File: src/rtl/core2axi_mo.sv
`timescale 1ns/1ps
// core2axi_mo: bridges a 32-bit core data port (req/gnt/rvalid) to single-beat
// AXI4 master transactions, with lane steering onto a wider AXI data bus and
// up to MAX_OUTSTANDING transactions in flight.
//
// Ports
//   clk_i, rst_i            clock, synchronous active-high reset
//   data_*                  core side: request, grant, address/we/be/wdata,
//                           response pulse with rdata and error flag
//   aw_* / w_* / b_*        AXI write address, write data, write response
//   ar_* / r_*              AXI read address, read data/response
//
// Responses always return in request order: a request is only granted when it
// goes the same direction (read or write) as everything still in flight, so
// the single lane FIFO is enough to steer read data back to the core.
module core2axi_mo #(
  parameter int                        AXI_ADDR_WIDTH  = 32,
  parameter int                        AXI_DATA_WIDTH  = 64,
  parameter int                        AXI_ID_WIDTH    = 6,
  parameter logic [AXI_ID_WIDTH-1:0]   AXI_ID          = '0,
  parameter int                        MAX_OUTSTANDING = 4
) (
  input  logic                        clk_i,
  input  logic                        rst_i,
  // core data port
  input  logic                        data_req_i,
  output logic                        data_gnt_o,
  output logic                        data_rvalid_o,
  input  logic [AXI_ADDR_WIDTH-1:0]   data_addr_i,
  input  logic                        data_we_i,
  input  logic [3:0]                  data_be_i,
  input  logic [31:0]                 data_wdata_i,
  output logic [31:0]                 data_rdata_o,
  output logic                        data_err_o,
  // AXI write address
  output logic [AXI_ID_WIDTH-1:0]     aw_id_o,
  output logic [AXI_ADDR_WIDTH-1:0]   aw_addr_o,
  output logic [7:0]                  aw_len_o,
  output logic [2:0]                  aw_size_o,
  output logic [1:0]                  aw_burst_o,
  output logic                        aw_lock_o,
  output logic [3:0]                  aw_cache_o,
  output logic [2:0]                  aw_prot_o,
  output logic [3:0]                  aw_region_o,
  output logic [3:0]                  aw_qos_o,
  output logic                        aw_user_o,
  output logic                        aw_valid_o,
  input  logic                        aw_ready_i,
  // AXI write data
  output logic [AXI_DATA_WIDTH-1:0]   w_data_o,
  output logic [AXI_DATA_WIDTH/8-1:0] w_strb_o,
  output logic                        w_last_o,
  output logic                        w_user_o,
  output logic                        w_valid_o,
  input  logic                        w_ready_i,
  // AXI write response
  input  logic [AXI_ID_WIDTH-1:0]     b_id_i,
  input  logic [1:0]                  b_resp_i,
  input  logic                        b_valid_i,
  input  logic                        b_user_i,
  output logic                        b_ready_o,
  // AXI read address
  output logic [AXI_ID_WIDTH-1:0]     ar_id_o,
  output logic [AXI_ADDR_WIDTH-1:0]   ar_addr_o,
  output logic [7:0]                  ar_len_o,
  output logic [2:0]                  ar_size_o,
  output logic [1:0]                  ar_burst_o,
  output logic                        ar_lock_o,
  output logic [3:0]                  ar_cache_o,
  output logic [2:0]                  ar_prot_o,
  output logic [3:0]                  ar_region_o,
  output logic [3:0]                  ar_qos_o,
  output logic                        ar_user_o,
  output logic                        ar_valid_o,
  input  logic                        ar_ready_i,
  // AXI read data
  input  logic [AXI_ID_WIDTH-1:0]     r_id_i,
  input  logic [AXI_DATA_WIDTH-1:0]   r_data_i,
  input  logic [1:0]                  r_resp_i,
  input  logic                        r_last_i,
  input  logic                        r_user_i,
  input  logic                        r_valid_i,
  output logic                        r_ready_o
);

  localparam int NUM_LANES = AXI_DATA_WIDTH / 32;
  localparam int LANE_W    = (NUM_LANES > 1) ? $clog2(NUM_LANES) : 1;
  localparam int STRB_W    = AXI_DATA_WIDTH / 8;
  localparam int PTR_W     = (MAX_OUTSTANDING > 1) ? $clog2(MAX_OUTSTANDING) : 1;
  localparam int CNT_W     = $clog2(MAX_OUTSTANDING + 1);

  if (!(AXI_DATA_WIDTH == 32 || AXI_DATA_WIDTH == 64 ||
        AXI_DATA_WIDTH == 128 || AXI_DATA_WIDTH == 256)) begin : g_bad_dw
    $error("core2axi_mo: unsupported AXI_DATA_WIDTH %0d", AXI_DATA_WIDTH);
  end
  if (MAX_OUTSTANDING < 1 || MAX_OUTSTANDING > 16 ||
      (MAX_OUTSTANDING & (MAX_OUTSTANDING - 1)) != 0) begin : g_bad_mo
    $error("core2axi_mo: unsupported MAX_OUTSTANDING %0d", MAX_OUTSTANDING);
  end

  // ---------------------------------------------------------------- state
  logic [CNT_W-1:0]          cnt_q, cnt_d;
  logic                      dir_q;          // 1 = writes in flight
  logic [PTR_W-1:0]          wr_ptr_q, wr_ptr_d, rd_ptr_q, rd_ptr_d;
  logic [LANE_W-1:0]         lane_mem [MAX_OUTSTANDING];

  logic                      aw_valid_q, w_valid_q, ar_valid_q;
  logic [AXI_ADDR_WIDTH-1:0] aw_addr_q, ar_addr_q;
  logic [AXI_DATA_WIDTH-1:0] w_data_q;
  logic [STRB_W-1:0]         w_strb_q;

  logic                      rvalid_q, err_q;
  logic [31:0]               rdata_q;

  // ---------------------------------------------------------------- request side
  logic [LANE_W-1:0]         req_lane;
  logic [AXI_DATA_WIDTH-1:0] wdata_rep;
  logic [AXI_ADDR_WIDTH-1:0] req_addr_aligned;

  if (NUM_LANES > 1) begin : g_lane_n
    assign req_lane = data_addr_i[LANE_W+1:2];
  end else begin : g_lane_1
    assign req_lane = '0;
  end

  for (genvar gi = 0; gi < NUM_LANES; gi++) begin : g_wrep
    assign wdata_rep[32*gi +: 32] = data_wdata_i;
  end

  assign req_addr_aligned = {data_addr_i[AXI_ADDR_WIDTH-1:2], 2'b00};

  // ---------------------------------------------------------------- response side
  logic              resp_valid, resp_fire, gnt;
  logic [1:0]        resp_code;
  logic [LANE_W-1:0] head_lane;
  logic [31:0]       r_word;

  assign head_lane  = lane_mem[rd_ptr_q];
  assign resp_valid = dir_q ? b_valid_i : r_valid_i;
  assign resp_code  = dir_q ? b_resp_i : r_resp_i;
  // Beats arriving with nothing in flight are swallowed (ready is high) but
  // never reach the core and never touch the counter.
  assign resp_fire  = !rst_i && resp_valid && (cnt_q != '0);

  if (NUM_LANES > 1) begin : g_rsel_n
    logic [31:0] r_lanes [NUM_LANES];
    for (genvar gi = 0; gi < NUM_LANES; gi++) begin : g_rlane
      assign r_lanes[gi] = r_data_i[32*gi +: 32];
    end
    assign r_word = r_lanes[head_lane];
  end else begin : g_rsel_1
    assign r_word = r_data_i;
  end

  // ---------------------------------------------------------------- grant
  logic aw_free, w_free, ar_free, slot_free, dir_ok;

  // A slot whose handshake completes this cycle can be reloaded at the same edge.
  assign aw_free   = !aw_valid_q || aw_ready_i;
  assign w_free    = !w_valid_q  || w_ready_i;
  assign ar_free   = !ar_valid_q || ar_ready_i;
  assign slot_free = data_we_i ? (aw_free && w_free) : ar_free;
  // Direction may flip when the last in-flight response retires this cycle.
  assign dir_ok    = (cnt_q == '0) || (dir_q == data_we_i) ||
                     ((cnt_q == CNT_W'(1)) && resp_fire);
  assign gnt       = !rst_i && data_req_i && (cnt_q < CNT_W'(MAX_OUTSTANDING)) &&
                     dir_ok && slot_free;

  function automatic logic [PTR_W-1:0] ptr_inc(input logic [PTR_W-1:0] p);
    return (p == PTR_W'(MAX_OUTSTANDING - 1)) ? '0 : p + 1'b1;
  endfunction

  always_comb begin
    cnt_d    = cnt_q;
    wr_ptr_d = wr_ptr_q;
    rd_ptr_d = rd_ptr_q;
    if (gnt && !resp_fire)      cnt_d = cnt_q + 1'b1;
    else if (!gnt && resp_fire) cnt_d = cnt_q - 1'b1;
    if (gnt)       wr_ptr_d = ptr_inc(wr_ptr_q);
    if (resp_fire) rd_ptr_d = ptr_inc(rd_ptr_q);
  end

  always_ff @(posedge clk_i) begin
    if (rst_i) begin
      cnt_q      <= '0;
      dir_q      <= 1'b0;
      wr_ptr_q   <= '0;
      rd_ptr_q   <= '0;
      aw_valid_q <= 1'b0;
      w_valid_q  <= 1'b0;
      ar_valid_q <= 1'b0;
      rvalid_q   <= 1'b0;
      err_q      <= 1'b0;
      rdata_q    <= '0;
    end else begin
      cnt_q    <= cnt_d;
      wr_ptr_q <= wr_ptr_d;
      rd_ptr_q <= rd_ptr_d;
      if (gnt) dir_q <= data_we_i;

      if (gnt && data_we_i) begin
        aw_valid_q <= 1'b1;
        w_valid_q  <= 1'b1;
      end else begin
        if (aw_ready_i) aw_valid_q <= 1'b0;
        if (w_ready_i)  w_valid_q  <= 1'b0;
      end
      if (gnt && !data_we_i)   ar_valid_q <= 1'b1;
      else if (ar_ready_i)     ar_valid_q <= 1'b0;

      rvalid_q <= resp_fire;
      err_q    <= resp_fire && resp_code[1];
      if (resp_fire && !dir_q) rdata_q <= r_word;
    end
  end

  // Payload and lane storage need no reset: qualified by the valids/counter.
  always_ff @(posedge clk_i) begin
    if (gnt) begin
      lane_mem[wr_ptr_q] <= req_lane;
      if (data_we_i) begin
        aw_addr_q <= req_addr_aligned;
        w_data_q  <= wdata_rep;
        w_strb_q  <= STRB_W'(data_be_i) << {req_lane, 2'b00};
      end else begin
        ar_addr_q <= req_addr_aligned;
      end
    end
  end

  // ---------------------------------------------------------------- outputs
  assign data_gnt_o    = gnt;
  assign data_rvalid_o = rvalid_q;
  assign data_rdata_o  = rdata_q;
  assign data_err_o    = err_q;

  assign aw_id_o     = AXI_ID;
  assign aw_addr_o   = aw_addr_q;
  assign aw_len_o    = 8'd0;
  assign aw_size_o   = 3'b010;
  assign aw_burst_o  = 2'b01;
  assign aw_lock_o   = 1'b0;
  assign aw_cache_o  = 4'd0;
  assign aw_prot_o   = 3'd0;
  assign aw_region_o = 4'd0;
  assign aw_qos_o    = 4'd0;
  assign aw_user_o   = 1'b0;
  assign aw_valid_o  = aw_valid_q;

  assign w_data_o  = w_data_q;
  assign w_strb_o  = w_strb_q;
  assign w_last_o  = 1'b1;
  assign w_user_o  = 1'b0;
  assign w_valid_o = w_valid_q;

  assign ar_id_o     = AXI_ID;
  assign ar_addr_o   = ar_addr_q;
  assign ar_len_o    = 8'd0;
  assign ar_size_o   = 3'b010;
  assign ar_burst_o  = 2'b01;
  assign ar_lock_o   = 1'b0;
  assign ar_cache_o  = 4'd0;
  assign ar_prot_o   = 3'd0;
  assign ar_region_o = 4'd0;
  assign ar_qos_o    = 4'd0;
  assign ar_user_o   = 1'b0;
  assign ar_valid_o  = ar_valid_q;

  assign b_ready_o = !rst_i;
  assign r_ready_o = !rst_i;

  // Inputs carried by the protocol but meaningless for single-beat, single-ID use.
  logic unused_inputs;
  assign unused_inputs = ^{b_id_i, b_user_i, r_id_i, r_user_i, r_last_i,
                           b_resp_i[0], r_resp_i[0], data_addr_i[1:0]};

endmodule

File: config.mk
export PLATFORM = sky130hd
export DESIGN_NAME = core2axi_mo
export DESIGN_NICKNAME = d
export VERILOG_FILES = /design/src/rtl/core2axi_mo.sv
export SDC_FILE = /design/constraint.sdc
export NUM_CORES = 1
export LEC_CHECK = 0
export CORE_AREA = 2 2 158 160
export CTS_CLUSTER_SIZE = 25
export DETAILED_ROUTE_END_ITERATION = 8
export DIE_AREA = 0 0 160 162
export GPL_ROUTABILITY_DRIVEN = 0
export HOLD_SLACK_MARGIN = 0.15
export PLACE_DENSITY_LB_ADDON = 0.15
export RECOVER_POWER = 25
export SYNTH_ARGS = -nofsm -noshare
export SYNTH_HDL_FRONTEND = slang
export SYNTH_SLANG_ARGS = --single-unit
File: constraint.sdc
create_clock -name clk_i -period 8.89 [get_ports clk_i]
set_input_delay 0.889 -clock clk_i [delete_from_list [all_inputs] [get_ports clk_i]]
set_output_delay 0.889 -clock clk_i [all_outputs]
set_load 0.01 [all_outputs]
==> flow_summary.json <==
{
  "status": "finished clean",
  "vias_per_cell": 3.94,
  "crit_type": "in -> out",
  "antenna_found_initial": 2,
  "postCtsResizedCells": 0,
  "post-cts-setup-buffers": 0,
  "synthTopCellsByArea": "edfxtp_1, dfxtp_1, buf_4",
  "p_int_mw": 1.52,
  "switchingPower_mw": 0.637,
  "synthToLayoutAreaGrowth_pct": 56.3,
  "drive_gt1_share_pct": 5.74,
  "num_vias": 4225,
  "p_sw_share_pct": 29.5,
  "synthCells": 455,
  "port_buffers": 312,
  "seq_power_share_pct": 42.3,
  "power_density_nw_per_um2": 223,
  "arrival_ns": 3.55,
  "fmax_mhz": 225,
  "io_pins": 410,
  "yosysMostFrequentCell": "buf_4",
  "grt_pass1_vias": 4176,
  "rows": 57,
  "fin_area_um2": 9680,
  "nFillCells": 2355,
  "synth_top_cell_by_area": "edfxtp_1",
  "setup_viol": 0,
  "drc": 0,
  "synth_seq_cells": 151,
  "ys.flop_type": "edfxtp_1",
  "core_um2": 24100,
  "grt_first_pass_wirelength_um": 24700,
  "initial_utilization_pct": 25.7,
  "required_ns": 8.00,
  "cts_sinks": 151,
  "yosysSeqAreaShare_pct": 65.6,
  "wl_per_cell_um": 15.8,
  "die_w_um": 160,
  "netlist.area_leader.share_pct": 50.4,
  "placed_cell_area_um2": 9110,
  "syn_avg_cell_area_um2": 13.6,
  "final.setup.tns_ns": 0,
  "synth_compound_area_share_pct": 4.04,
  "layout.nets": 906,
  "peakVddDrop_mv": 0.0950,
  "grt_use_total_pct": 12.6,
  "slew-limit-headroom_pct": 29.3,
  "clk_latency_ns": 0.42,
  "ant_nets": 0,
  "drtIter0Drc": 147,
  "synth-simple-area-share_pct": 5.94,
  "synth.distinct_cells": 34,
  "grt_overflow_total": 0,
  "root_buffer": "clkbuf_16",
  "grt_max_degree": 71,
  "worst_setup_path_start_kind": "input pin",
  "skew_ns": 0.0177,
  "synthAdderAreaFrac_pct": 2.02,
  "diodes": 0,
  "ctsHoldBuffers": 0,
  "ys_top_cells_by_count": "buf_4, edfxtp_1, dfxtp_1, mux2i_1",
  "chipHeight_um": 162,
  "cellLeakagePower_nw": 3.61,
  "clockPowerShare_pct": 32.2,
  "path_clk_slew_ns": 0.07,
  "clk_path_buf_depth": 2,
  "worst_pin_slew_ns": 1.06,
  "async_flop_share_pct": 0,
  "cts_tree": "built",
  "fin_crit_ns": 4.44,
  "rsz0062_at_grt": "false",
  "synth_top_family_by_area": "buffers and inverters",
  "routed_wl_um": 17000,
  "period_share_pct": 50.0,
  "synthXorXnorAreaFrac_pct": 0.283,
  "r2r_slack_ns": 6.00,
  "combPwrFrac_pct": 25.6,
  "slew_violations": 0,
  "end_kind": "primary output",
  "dieArea_um2": 25900,
  "critPathMaxFanout": 12,
  "dr.pass1.iters": 4,
  "syn-cell-area_um2": 6190,
  "hold_violations": 0,
  "htree_levels": 4,
  "hold_class": "reg -> reg",
  "place_hpwl_um": 12800,
  "max_cap_violations": 0,
  "holdWs_ns": 0.466,
  "yosys_warnings": 0,
  "synth_mux_area_share_pct": 6.65,
  "cts_made_buffers": 17,
  "synth-edff-count": 104
}
-- routing by layer --
metal / share of wire (%) / GRT usage, % / vias to the layer above
met4: 1.0 / 3.44 / 2
li1: - / - / 1979
met5: 0.076 / 0 / -
met3: 11 / 5.87 / 15
met1: 39 / 14.1 / 1971
met2: 49 / 21.7 / 258
-- logic make-up after synthesis --
group | after synthesis
compound gates | 45
xor+xnor | 2
fa+ha+maj | 10
buf+inv | 136
flops | 151
mux | 40
other cells | 2
simple gates | 69
-- power groups by stage --
stage | logic [mW] | registers, mW | clock network, mW
after floorplan | 0.269 | 0.962 | 0
after global placement | 0.557 | 0.925 | 0
after detailed placement | 0.566 | 0.928 | 0
after CTS | 0.568 | 0.914 | 0.719
after global routing | 0.601 | 0.924 | 0.747
final | 0.552 | 0.912 | 0.695
-- cell type report --
cell class | count | area [µm²] | area share [%]
sequential | 151 | 4060 | 42.0
timing repair buffer | 313 | 3130 | 32.3
multi-input combinational | 244 | 1480 | 15.3
clock buffer | 18 | 429 | 4.43
tap | 324 | 405 | 4.19
clock inverter | 14 | 134 | 1.38
inverter | 9 | 33.8 | 0.349
-- state kept, by name, indices dropped and copies added, names as in the netlist, named ones only --
| register | count |
|---|---|
| aw_addr_o | 30 |
| data_rvalid_o | 1 |
| w_valid_o | 1 |
| dir_q | 1 |
| rd_ptr_q | 2 |
| ar_valid_o | 1 |
| cnt_q | 3 |
| data_err_o | 1 |
| data_rdata_o | 32 |
| w_strb_o | 8 |
| wr_ptr_q | 2 |
| w_data_o | 32 |
| aw_valid_o | 1 |
| ar_addr_o | 30 |
| lane_mem | 4 |
-- worst max-delay path, cell delays in order --
cell             delay, ns
clkdlybuf4s50_1       0.80
and2b_2               0.29
a2111oi_0             0.43
or4b_1                0.46
inv_2                 0.16
clkdlybuf4s50_1       0.51
-- layout by cell type (no fill, tap or decap), drive strengths merged, types with 2 or more instances in the layout --
cell / count
edfxtp: 104
clkinv: 4
clkbuf: 18
nor2b: 7
nand3: 32
mux2i: 37
clkdlybuf4s50: 248
nand2: 4
or3: 2
conb: 78
inv: 18
xor2: 2
dlygate4sd3: 64
and2: 8
o21ai: 35
nand2b: 2
a22o: 3
mux2: 3
a2111oi: 2
ha: 10
nor2: 12
dfxtp: 47
a21oi: 2
-- stage by stage --
stage | std cells | utilization (%) | power [mW] | setup WS [ns]
2_1_floorplan | 531 | - | 1.23 | 3.61
3_3_place_gp | 1041 | 37.8 | 1.48 | 4.48
3_5_place_dp | 1041 | 37.8 | 1.49 | 4.43
4_1_cts | 1073 | 40.1 | 2.20 | 4.43
5_1_grt | 1073 | 40.1 | 2.27 | 4.28
6_report | 1073 | 40.1 | 2.16 | 4.45
-- worst paths after layout --
check                                 from                       endpoint  cells after the start
max                                  rst_i                     data_gnt_o                      6
min          data_rdata_o[15]$_SDFFE_PP0P_  data_rdata_o[15]$_SDFFE_PP0P_                      2
max reg2reg          cnt_q[0]$_SDFFE_PP0P_         aw_addr_o[7]$_DFFE_PP_                      7
min reg2reg  data_rdata_o[15]$_SDFFE_PP0P_  data_rdata_o[15]$_SDFFE_PP0P_                      2
(Power assumes the default switching activity.)
